File: src/rtl/demux13_5_reg.sv
// -----------------------------------------------------------------------------
// demux13_5_reg
// Write-side counterpart of the 5:1 datapath muxes. It steers one source word
// into one of five depth-1 holding registers, chosen by a 3-bit selector.
// Each slot has a valid flag and a consumer acknowledge. The source side
// back-pressures the producer while the chosen slot is full.
//
// Ports
//   clk                     rising-edge clock
//   reset                   asynchronous reset, active low
//   in_valid / in_ready     producer handshake (in_ready is combinational)
//   selector [2:0]          destination code; 0..4 select slots 0..4
//   data_in [DATA_W-1:0]    word to dispatch
//   out_ack [4:0]           per-slot consumer acknowledge
//   out_valid [4:0]         per-slot "holds an unconsumed word" flag
//   data_out_0..4           per-slot holding registers
//   xfer_count [CNT_W-1:0]  accepted words since reset; wraps silently
//   sel_err                 sticky illegal-selector flag
//
// Configuration macro: DEMUX_SEL_ERR_EN
//   undefined : selectors 5..7 act as selector 0, and sel_err is tied to 0
//   defined   : selectors 5..7 are accepted and dropped, and sel_err is set
//
// Handshake: a word transfers on a rising edge when in_valid && in_ready.
// The producer holds data_in and selector stable until that edge. An out_ack
// in the same cycle frees its slot, so the slot can take a new word that cycle.
// -----------------------------------------------------------------------------
module demux13_5_reg #(
  parameter int DATA_W = 32,
  parameter int CNT_W  = 16
) (
  input  logic              clk,
  input  logic              reset,
  input  logic              in_valid,
  output logic              in_ready,
  input  logic [2:0]        selector,
  input  logic [DATA_W-1:0] data_in,
  input  logic [4:0]        out_ack,
  output logic [4:0]        out_valid,
  output logic [DATA_W-1:0] data_out_0,
  output logic [DATA_W-1:0] data_out_1,
  output logic [DATA_W-1:0] data_out_2,
  output logic [DATA_W-1:0] data_out_3,
  output logic [DATA_W-1:0] data_out_4,
  output logic [CNT_W-1:0]  xfer_count,
  output logic              sel_err
);

  logic              sel_legal;
  logic              drop;
  logic [2:0]        eff_sel;
  logic [4:0]        sel_oh;
  logic              accept;
  logic [4:0]        load;
  logic [4:0]        valid_d;
  logic [DATA_W-1:0] slot_q [5];

  assign sel_legal = (selector <= 3'd4);

`ifdef DEMUX_SEL_ERR_EN
  // An illegal code is accepted and dropped, so the producer never stalls on it.
  assign drop = ~sel_legal;
`else
  assign drop = 1'b0;
`endif

  // Out-of-range codes fold onto slot 0. This matches the mux default arm.
  assign eff_sel  = sel_legal ? selector : 3'd0;
  assign sel_oh   = 5'b00001 << eff_sel;
  assign in_ready = drop | (|(sel_oh & (~out_valid | out_ack)));
  assign accept   = in_valid & in_ready & ~drop;
  assign load     = accept ? sel_oh : 5'b00000;

  // A load wins over an ack on the same slot, so the slot stays valid.
  // An ack on an empty slot clears a bit that is already 0.
  assign valid_d = load | (out_valid & ~out_ack);

  always_ff @(posedge clk or negedge reset) begin
    if (!reset) begin
      out_valid  <= '0;
      xfer_count <= '0;
      for (int k = 0; k < 5; k++) slot_q[k] <= '0;
    end else begin
      out_valid <= valid_d;
      if (accept) xfer_count <= xfer_count + 1'b1;
      // data_out is not cleared on ack. Only a new load overwrites it.
      for (int k = 0; k < 5; k++) begin
        if (load[k]) slot_q[k] <= data_in;
      end
    end
  end

`ifdef DEMUX_SEL_ERR_EN
  always_ff @(posedge clk or negedge reset) begin
    if (!reset)                      sel_err <= 1'b0;
    else if (in_valid && !sel_legal) sel_err <= 1'b1;
  end
`else
  assign sel_err = 1'b0;
`endif

  assign data_out_0 = slot_q[0];
  assign data_out_1 = slot_q[1];
  assign data_out_2 = slot_q[2];
  assign data_out_3 = slot_q[3];
  assign data_out_4 = slot_q[4];

endmodule

File: config.mk
export PLATFORM = sky130hd
export DESIGN_NAME = demux13_5_reg
export DESIGN_NICKNAME = d
export VERILOG_FILES = /design/src/rtl/demux13_5_reg.sv
export SDC_FILE = /design/constraint.sdc
export NUM_CORES = 1
export LEC_CHECK = 0
export CORE_MARGIN = 2
export CORE_UTILIZATION = 46
export DETAILED_ROUTE_END_ITERATION = 8
export PLACE_DENSITY = 0.79
export SETUP_SLACK_MARGIN = 0.3
export SYNTH_ARGS = -nofsm -noshare
export SYNTH_HDL_FRONTEND = slang
export SYNTH_SLANG_ARGS = --single-unit
File: constraint.sdc
create_clock -name clk -period 2 [get_ports clk]
set_input_delay 0.3 -clock clk [delete_from_list [all_inputs] [get_ports clk]]
set_output_delay 0.3 -clock clk [all_outputs]
set_load 0.01 [all_outputs]
# Word-level counts from Yosys, hierarchy flattened

Cells that the tools add are included.

Flip-flop bits (word level): 181

$add $sub $neg: 1
$lt $le $gt $ge: 1
Shift-type cells: 1
Mux-type cells: 2
Bitwise operators: 7
Reduce and logical (&&, ||, !) cells: 1

Operators by type and width:

| kind                    | number |
|---|---|
| $add A16 B1 Y16 const B | 1 |
| $and A5 B5 Y5           | 2 |
| $not A5 Y5              | 2 |
| $or A5 B5 Y5            | 2 |
| $mux W5                 | 1 |
| $reduce_or A5 Y1        | 1 |
| $shl A1 B3 Y5 const A   | 1 |
| $le A3 B3 Y1 const B    | 1 |
| $mux W3                 | 1 |
| $and A1 B1 Y1           | 1 |

# Depth between registers and ports, before layout

Gate-level depths: netlist of the first run.

Depth after elaboration: 8
Mapped depth: 8
Depth with buffers taken out: 5

# Least setup slack after synthesis of the first run

OpenSTA, ideal clock, no wires.

Path type: in2reg
From: input port selector[1]
To: register xfer_count[1]
Arrival time: 1.678 ns
Required time: 1.872 ns
Slack: 0.195 ns
Cell stages on the path: 6
Path buffers: 2
Cell sequence: buf_6 > nor3b_2 > a32o_2 > a211oi_4 > buf_6 > mux2_1

Longest elaborated chain between the ends: 6

RTL lines:

| element                | RTL line | RTL |
|---|---|---|
| start: declaration     | 36       | `input logic [2:0] selector,` |
| $le A3 B3 Y1           | 58       | `assign sel_legal = (selector <= 3'd4);` |
| $mux W3 (*)            | 68       | `assign eff_sel = sel_legal ? selector : 3'd0;` |
| $shl A1 B3 Y5 (*)      | 69       | `assign sel_oh = 5'b00001 << eff_sel;` |
| $and A5 B5 Y5 (*)      | 70       | `assign in_ready = drop \| (\|(sel_oh & (~out_valid \| out_ack)));` |
| $reduce_or A5 Y1 (*)   | 70       |  |
| $and A1 B1 Y1 (*)      | 71       | `assign accept = in_valid & in_ready & ~drop;` |
| end signal: assignment | 85       | `if (accept) xfer_count <= xfer_count + 1'b1;` |
| end: declaration       | 45       | `output logic [CNT_W-1:0] xfer_count,` |

Every way passes the cells marked *; elsewhere a longest branch is shown, timed or not.
A chain may end at the register's enable or synchronous reset.

# Worst setup path in the final report of the first run

From: input port selector[1]
To: output port in_ready

Longest elaborated chain between the ends: 5

RTL lines:

| element              | RTL line | RTL |
|---|---|---|
| $le A3 B3 Y1         | 58       |  |
| $mux W3 (*)          | 68       |  |
| $shl A1 B3 Y5 (*)    | 69       |  |
| $and A5 B5 Y5 (*)    | 70       |  |
| $reduce_or A5 Y1 (*) | 70       |  |
| end: declaration     | 35       | `output logic in_ready,` |

Marks and branches as above.

==> results of run 1 <==
[power by group through the flow]
| stage | logic [W] | clock network, W | registers (W) |
|---|---|---|---|
| 2_1_floorplan | 0.00103 | 0 | 0.00542 |
| 3_3_place_gp | 0.00355 | 0 | 0.00505 |
| 3_5_place_dp | 0.00363 | 0 | 0.00509 |
| 4_1_cts | 0.00386 | 0.00324 | 0.00502 |
| 5_1_grt | 0.00415 | 0.00340 | 0.00513 |
| 6_report | 0.00394 | 0.00320 | 0.00503 |
[repair_timing]
item | 4_1_cts | 5_1_grt
hold buffers | 1 | 0
endpoints found under the setup margin | 188 | 163
buffers inserted | 16 | 5
hold endpoints to repair | 39 | 0
pin swaps | 10 | 11
gates cloned | 5 | 4
resized for setup | 73 | 33
[cell families (layout without fill, tap and decap cells)]
logic type                 after synthesis  in the layout  share of synthesized area
DFF                                    181            181                      0.632
muxes                                  161            161                      0.268
and+or+nand+nor                         43             43                     0.0456
buffers and inverters                   24            322                     0.0208
xor gates and xnor gates                15             15                     0.0183
AOI/OAI and AO/OA                        9              9                     0.0131
adders and majority gates                1              1                    0.00175
other                                    1              1                   0.000523
[worst max-delay path, stage by stage]
cell and delay (ns):
clkdlybuf4s15_1 0.30, o21a_1 0.25, or2_2 0.32, a21oi_2 0.17, nand2_1 0.08, buf_2 0.14
[metrics by stage]
| step | TNS (ns) | total power, W | cells |
|---|---|---|---|
| after floorplan | 0 | 0.00645 | 435 |
| after global placement | -41.42 | 0.00860 | 858 |
| after detailed placement | -52.04 | 0.00872 | 858 |
| after CTS | 0 | 0.0121 | 912 |
| after global routing | 0 | 0.0127 | 921 |
| final | 0 | 0.0122 | 921 |
[layout make-up]
type	count	area, sq um
Sequential cell	181	4530
Clock buffer	22	464
Multi-Input combinational cell	230	2770
Fill cell	924	3990
Inverter	4	15.0
Tap cell	188	235
Clock inverter	10	97.6
Timing Repair Buffer	286	3100
[metal layers]
layer  vias to the layer above  wire length, microns  global-route usage
met4                         0                   280              0.0697
met1                      2481                  8340               0.301
met3                        26                  1200              0.0661
li1                       2118                     -                   -
met5                         -                     0                   0
met2                       169                  9330               0.368
[cells in the final DEF (no fill, tap or decap), types with 2 or more instances in the layout]
cell type / instances
clkdlybuf4s50_1: 204
dfrtp_1: 180
mux2_2: 102
mux2_4: 59
buf_4: 27
clkbuf_16: 20
buf_12: 15
nand2_1: 10
xor2_1: 10
buf_6: 9
dlygate4sd2_1: 8
dlymetal6s2s_1: 8
inv_1: 4
nor4_4: 4
buf_16: 4
buf_8: 4
nand2b_1: 3
xnor2_1: 3
clkbuf_1: 3
clkinv_2: 3
nand3b_1: 2
nor3b_4: 2
nor3_4: 2
nand4b_1: 2
nor3b_2: 2
xnor2_2: 2
clkbuf_8: 2
clkinv_4: 2
clkinvlp_4: 2
[flip-flops by register name (all words and copies together) (netlist names)]
name	count
data_out_3	32
data_out_4	32
data_out_1	32
xfer_count	16
out_valid	5
data_out_2	32
data_out_0	32
[path summary, 6_finish.rpt]
kind | start | end | slack (ns) | cells after the start
setup / recovery | selector[1] | in_ready | 0.15 | 6
hold / removal | reset | data_out_3[14] | 0.37 | 2
setup reg to reg | xfer_count[8] | xfer_count[15] | 0.15 | 5
hold reg to reg | xfer_count[4] | xfer_count[4] | 0.49 | 1
max in group asynchronous | reset | data_out_2[13] | 0.98 | 3
min in group clk | out_ack[1] | out_valid[1] | 0.47 | 2
==> metrics.cfg, run 1 <==
[sta]
worst_pin_slew_ns = 0.569
worst_slack_ns = 0.150
max_slew_margin = 0.620
period_minus_slack_ns = 1.85
rsz0062_at_grt = true
finalCritPeriodShare = 0.925
setup_viol = 0
final-hold-violation-count = 0
finalClockSkew_ns = 0.00835
fmax_mhz = 540
holdWs_ns = 0.365
slew_viol_final = 0

[synth]
synth.distinct_cells = 40
synth.area.top_cells = dfrtp_1 63%, mux2_2 21%, mux2_4 6.1%
netlist_instances = 435
synthTopCellsByCount = 181 x dfrtp_1, 131 x mux2_2, 29 x mux2_4, 14 x buf_2, 11 x nand2_1
synth_top_area_cell = dfrtp_1
yosys_most_used_dff = dfrtp_1
ys_async_sr_fraction = 1.00
syn_area_per_cell_sq_um = 16.5
syn_area_sq_um = 7170
synth-edff-count = 0
yosysMostFrequentCell = dfrtp_1
synth_seq_area_share = 0.632
synth-seq-cells = 181
syn_nets = 479
synth_warnings = 0
yosysTopAreaCellShare = 0.632

[flow_run]
drv_cap = 0

[power_and_ir_drop]
combPwrFrac = 0.324
pwr-share-clk = 0.263
seq_power_share = 0.414
p_int_w = 0.00877
p_per_area_nw_per_um2 = 1090
power_leakage_nw = 5.21
max-vdd-ir-drop_v = 0.000667
p_sw_w = 0.00340
switching_share = 0.279

[detailed_routing]
firstDrtPassIters = 4
dr_total_vias = 4794
post_drt_wl_per_cell_microns = 20.8
avgViaCountPerCell = 5.21
drtIter0Drc = 169
drt_wl_total_microns = 19200
ant_nets = 0
drc = 0

[placed_design]
pre_cts_ws_ns = -0.418
port_buffers = 224
detailed_place_hpwl_microns = 11900
place_congestion = 0.796
dpl_cell_area_sq_um = 9890

[clocking]
insertion_delay_ns = 0.43
cts_buffer_depth = 2
h-tree-depth = 4
clock_sinks = 181
cts_tree = done
cts_buffers = 17
clk_pin_slew_ns = 0.06
cts_root_buf = clkbuf_16

[setup_path]
critPathRequiredTime_ns = 1.70
cp.arrival_ns = 1.55
worst_setup_path_start_kind = primary input
cp-end-kind = output port
path_class = in2out
worstPathMaxFanout = 6

[floorplan]
coreArea_sq_um = 15200
initial_utilization = 0.472
ios = 226
fp.dieH_microns = 129
die_area_sq_um = 16600
rows = 45
die_w_microns = 129

[global_routing]
grt_pass1_vias = 5088
grt-ovfl-total = 0
antenna_found_initial = 0
grt_max_degree = 55
grt_first_pass_wirelength_microns = 28700
grt_usage = 0.228

[final_layout]
syn_to_final_growth_pct = 56.4
final_nets = 764
drive_above_1_share = 0.386
diodes = 0
fin_area_sq_um = 11200
final_util = 0.737

[run_status]
outcome = finished clean

[worst_hold_path]
hold_class = in2async

Note: power is estimated with default switching activity, not from simulation.
==> run 2: changes to the inputs <==
--- a/config.mk
+++ b/config.mk
@@ -5,10 +5,10 @@
 export SDC_FILE = /design/constraint.sdc
 export NUM_CORES = 1
 export LEC_CHECK = 0
-export CORE_MARGIN = 2
 export CORE_UTILIZATION = 46
 export DETAILED_ROUTE_END_ITERATION = 8
 export PLACE_DENSITY = 0.79
+export RECOVER_POWER = 50
 export SETUP_SLACK_MARGIN = 0.3
 export SYNTH_ARGS = -nofsm -noshare
 export SYNTH_HDL_FRONTEND = slang
==> run 2 against run 1 <==
Against the previous run:
- core utilization down 0.65 points
- register-to-register slack worse by 0.14 ns
- clock skew down 0.00095 ns
- sequential cell count unchanged
- die area down 3.1%
- clock power up 11%
- highest routed layer unchanged
- total power up 1.7%
- maximum frequency down 7.0%
- hold slack better by 0.12 ns
- wire length up 0.43%
- cell count up 0.33%
- global-route usage up 0.28 points
==> metrics.cfg, run 2 (synthesis results as in run 1) <==
[sta]
period_minus_slack_ns = 1.99  ; +0.140 ns
rsz0062_at_grt = true
finalCritPeriodShare = 0.995  ; +0.0699
holdWs_ns = 0.485  ; +0.120 ns
setup_viol = 0  ; unchanged
final-hold-violation-count = 0  ; unchanged
finalClockSkew_ns = 0.00740  ; -0.000955 ns
worst_pin_slew_ns = 1.27  ; +0.697 ns
max_slew_margin = 0.156  ; -0.464
slew_viol_final = 0  ; unchanged
fmax_mhz = 503  ; -7.0%
worst_slack_ns = 0.0101  ; -0.140 ns

[final_layout]
syn_to_final_growth_pct = 55.0
drive_above_1_share = 0.389  ; +0.00250
fin_area_sq_um = 11100  ; -0.88%
final_common_cell = dfrtp_1
final_cell_mix = 181 x dfrtp_1, 158 x clkdlybuf4s50_1, 111 x mux2_2, 50 x mux2_4, 48 x dlygate4sd3_1
final_util = 0.731  ; -0.00650
diodes = 0  ; unchanged
fillers = 963  ; +4.2%
final_nets = 769  ; +0.65%

[worst_hold_path]
hold_class = reg2reg
min_to = xfer_count[15]
worstHoldPathCells = 1
worstHoldStart = xfer_count[15]

[detailed_routing]
drtIter0Drc = 156  ; -7.7%
drt_wl_total_microns = 19200  ; +0.43%
avgViaCountPerCell = 5.26  ; +1.0%
post_drt_wl_per_cell_microns = 20.8  ; +0.10%
dr_total_vias = 4860  ; +1.4%
ant_nets = 0  ; unchanged
drc = 0  ; unchanged
firstDrtPassIters = 4  ; unchanged

[flow_run]
drv_cap = 0  ; unchanged

[floorplan]
rows = 45  ; unchanged
fp.dieH_microns = 127  ; -1.6%
die_area_sq_um = 16100  ; -3.1%
ios = 226  ; unchanged
initial_utilization = 0.472  ; unchanged
die_w_microns = 127  ; -1.6%
coreArea_sq_um = 15200  ; unchanged

[global_routing]
grt-ovfl-total = 0  ; unchanged
grt_max_degree = 55  ; unchanged
grt_first_pass_wirelength_microns = 28100  ; -2.3%
grt_usage = 0.231  ; +0.00281
grt_pass1_vias = 5034  ; -1.1%
antenna_found_initial = 0  ; unchanged

[setup_path]
cp.arrival_ns = 2.29  ; +0.74 ns
worstPathCellList = nand2b_1, a32o_2, a21oi_2, buf_4, buf_6, nand3b_4, clkbuf_16, mux2_4
r2r-start = out_valid[2]
path_class = reg2reg
critPathMaxStageDelay_ns = 0.39  ; +0.07 ns
worstReg2RegEnd = data_out_2[19]
critPathRequiredTime_ns = 2.30  ; +0.60 ns
critical-path-slowest-cell = dfrtp_1
cp-end-kind = flip-flop
worst_setup_path_start_kind = flip-flop
rr_worst_depth = 8  ; +3
r2r_slack_ns = 0.01  ; -0.14 ns
worstPathMaxFanout = 7  ; +1

[power_and_ir_drop]
finalPower_w = 0.0124  ; +1.7%
max-vdd-ir-drop_v = 0.000627  ; -6.1%
power_leakage_nw = 5.16  ; -0.91%
p_per_area_nw_per_um2 = 1110  ; +2.6%

[clocking]
h-tree-depth = 4  ; unchanged
clock_sinks = 181  ; unchanged
cts_buffers = 17  ; unchanged
cts_root_buf = clkbuf_16
cts_tree = done
clk_pin_slew_ns = 0.06  ; about the same
cts_buffer_depth = 2  ; unchanged
insertion_delay_ns = 0.42  ; about the same

[placed_design]
dpl_cell_area_sq_um = 9850  ; -0.35%
place_congestion = 0.765  ; -3.9%
detailed_place_hpwl_microns = 12200  ; +2.7%
port_buffers = 224  ; unchanged
pre_cts_ws_ns = -0.410  ; +0.00800 ns

[run_status]
outcome = finished clean

-- run 2: cell count changes in the layout (fill, tap and decap cells not counted), moves of 4 or more --
| cell | before | now |
|---|---|---|
| clkdlybuf4s25_1 | 0 | 7 |
| buf_4 | 27 | 37 |
| dlygate4sd3_1 | 1 | 48 |
| mux2_2 | 102 | 111 |
| dlymetal6s2s_1 | 8 | 0 |
| mux2_4 | 59 | 50 |
| clkdlybuf4s50_1 | 204 | 158 |
| clkbuf_2 | 0 | 4 |
| buf_12 | 15 | 9 |
-- run 2: worst max-delay path, delay by kind of cell (launching register included) --
family | cells | cell delay [ns]
buffers and inverters | 3 | 0.42
and+or+nand+nor | 2 | 0.34
DFF | 1 | 0.39
AOI/OAI and AO/OA | 2 | 0.41
muxes | 1 | 0.30
-- run 2: worst max-delay path by stage --
stage / from / endpoint
floorplan: selector[1] / xfer_count[1]
global placement: selector[1] / in_ready
detailed placement: selector[0] / xfer_count[15]
CTS: out_valid[4] / data_out_2[31]
global route: out_valid[2] / data_out_2[21]
finish: out_valid[2] / data_out_2[19]
-- run 2: layout make-up --
type / instances / area (sq um) / share of cell area
multi-input combinational: 230 / 2730 / 0.246
tap: 188 / 235 / 0.0212
inverter: 4 / 15.0 / 0.00135
sequential: 181 / 4530 / 0.408
clock inverter: 7 / 145 / 0.0131
clock buffer: 23 / 478 / 0.0430
timing repair buffer: 291 / 2980 / 0.268
-- run 2: metal layers --
layer / share of wire / up-vias / track usage
li1: - / 2124 / -
met1: 0.42 / 2538 / 0.281
met2: 0.51 / 172 / 0.397
met3: 0.058 / 26 / 0.0616
met4: 0.018 / 0 / 0.0798
met5: 0 / - / 0
-- run 2: stage by stage --
stage	TNS, ns	instances
finish	0	924
global route	-0.666	924
detailed placement	-49.18	855
floorplan	0	435
CTS	0	906
global placement	-39.41	855
-- run 2: repair_timing --
action	CTS	global route
hold buffers	1	0
pin swaps	8	9
endpoints found under the setup margin	183	138
setup buffers	18	13
gates cloned	2	5
resized for setup	32	51
hold endpoints to repair	42	0
-- run 2: report_power, final --
group	internal [W]	total, W	switching (W)	leakage, nW
combinational	0.00235	0.00380	0.00144	2.65
sequential	0.00451	0.00503	0.000528	2.22
clock	0.00219	0.00354	0.00135	0.300
total	0.00905	0.0124	0.00332	5.16
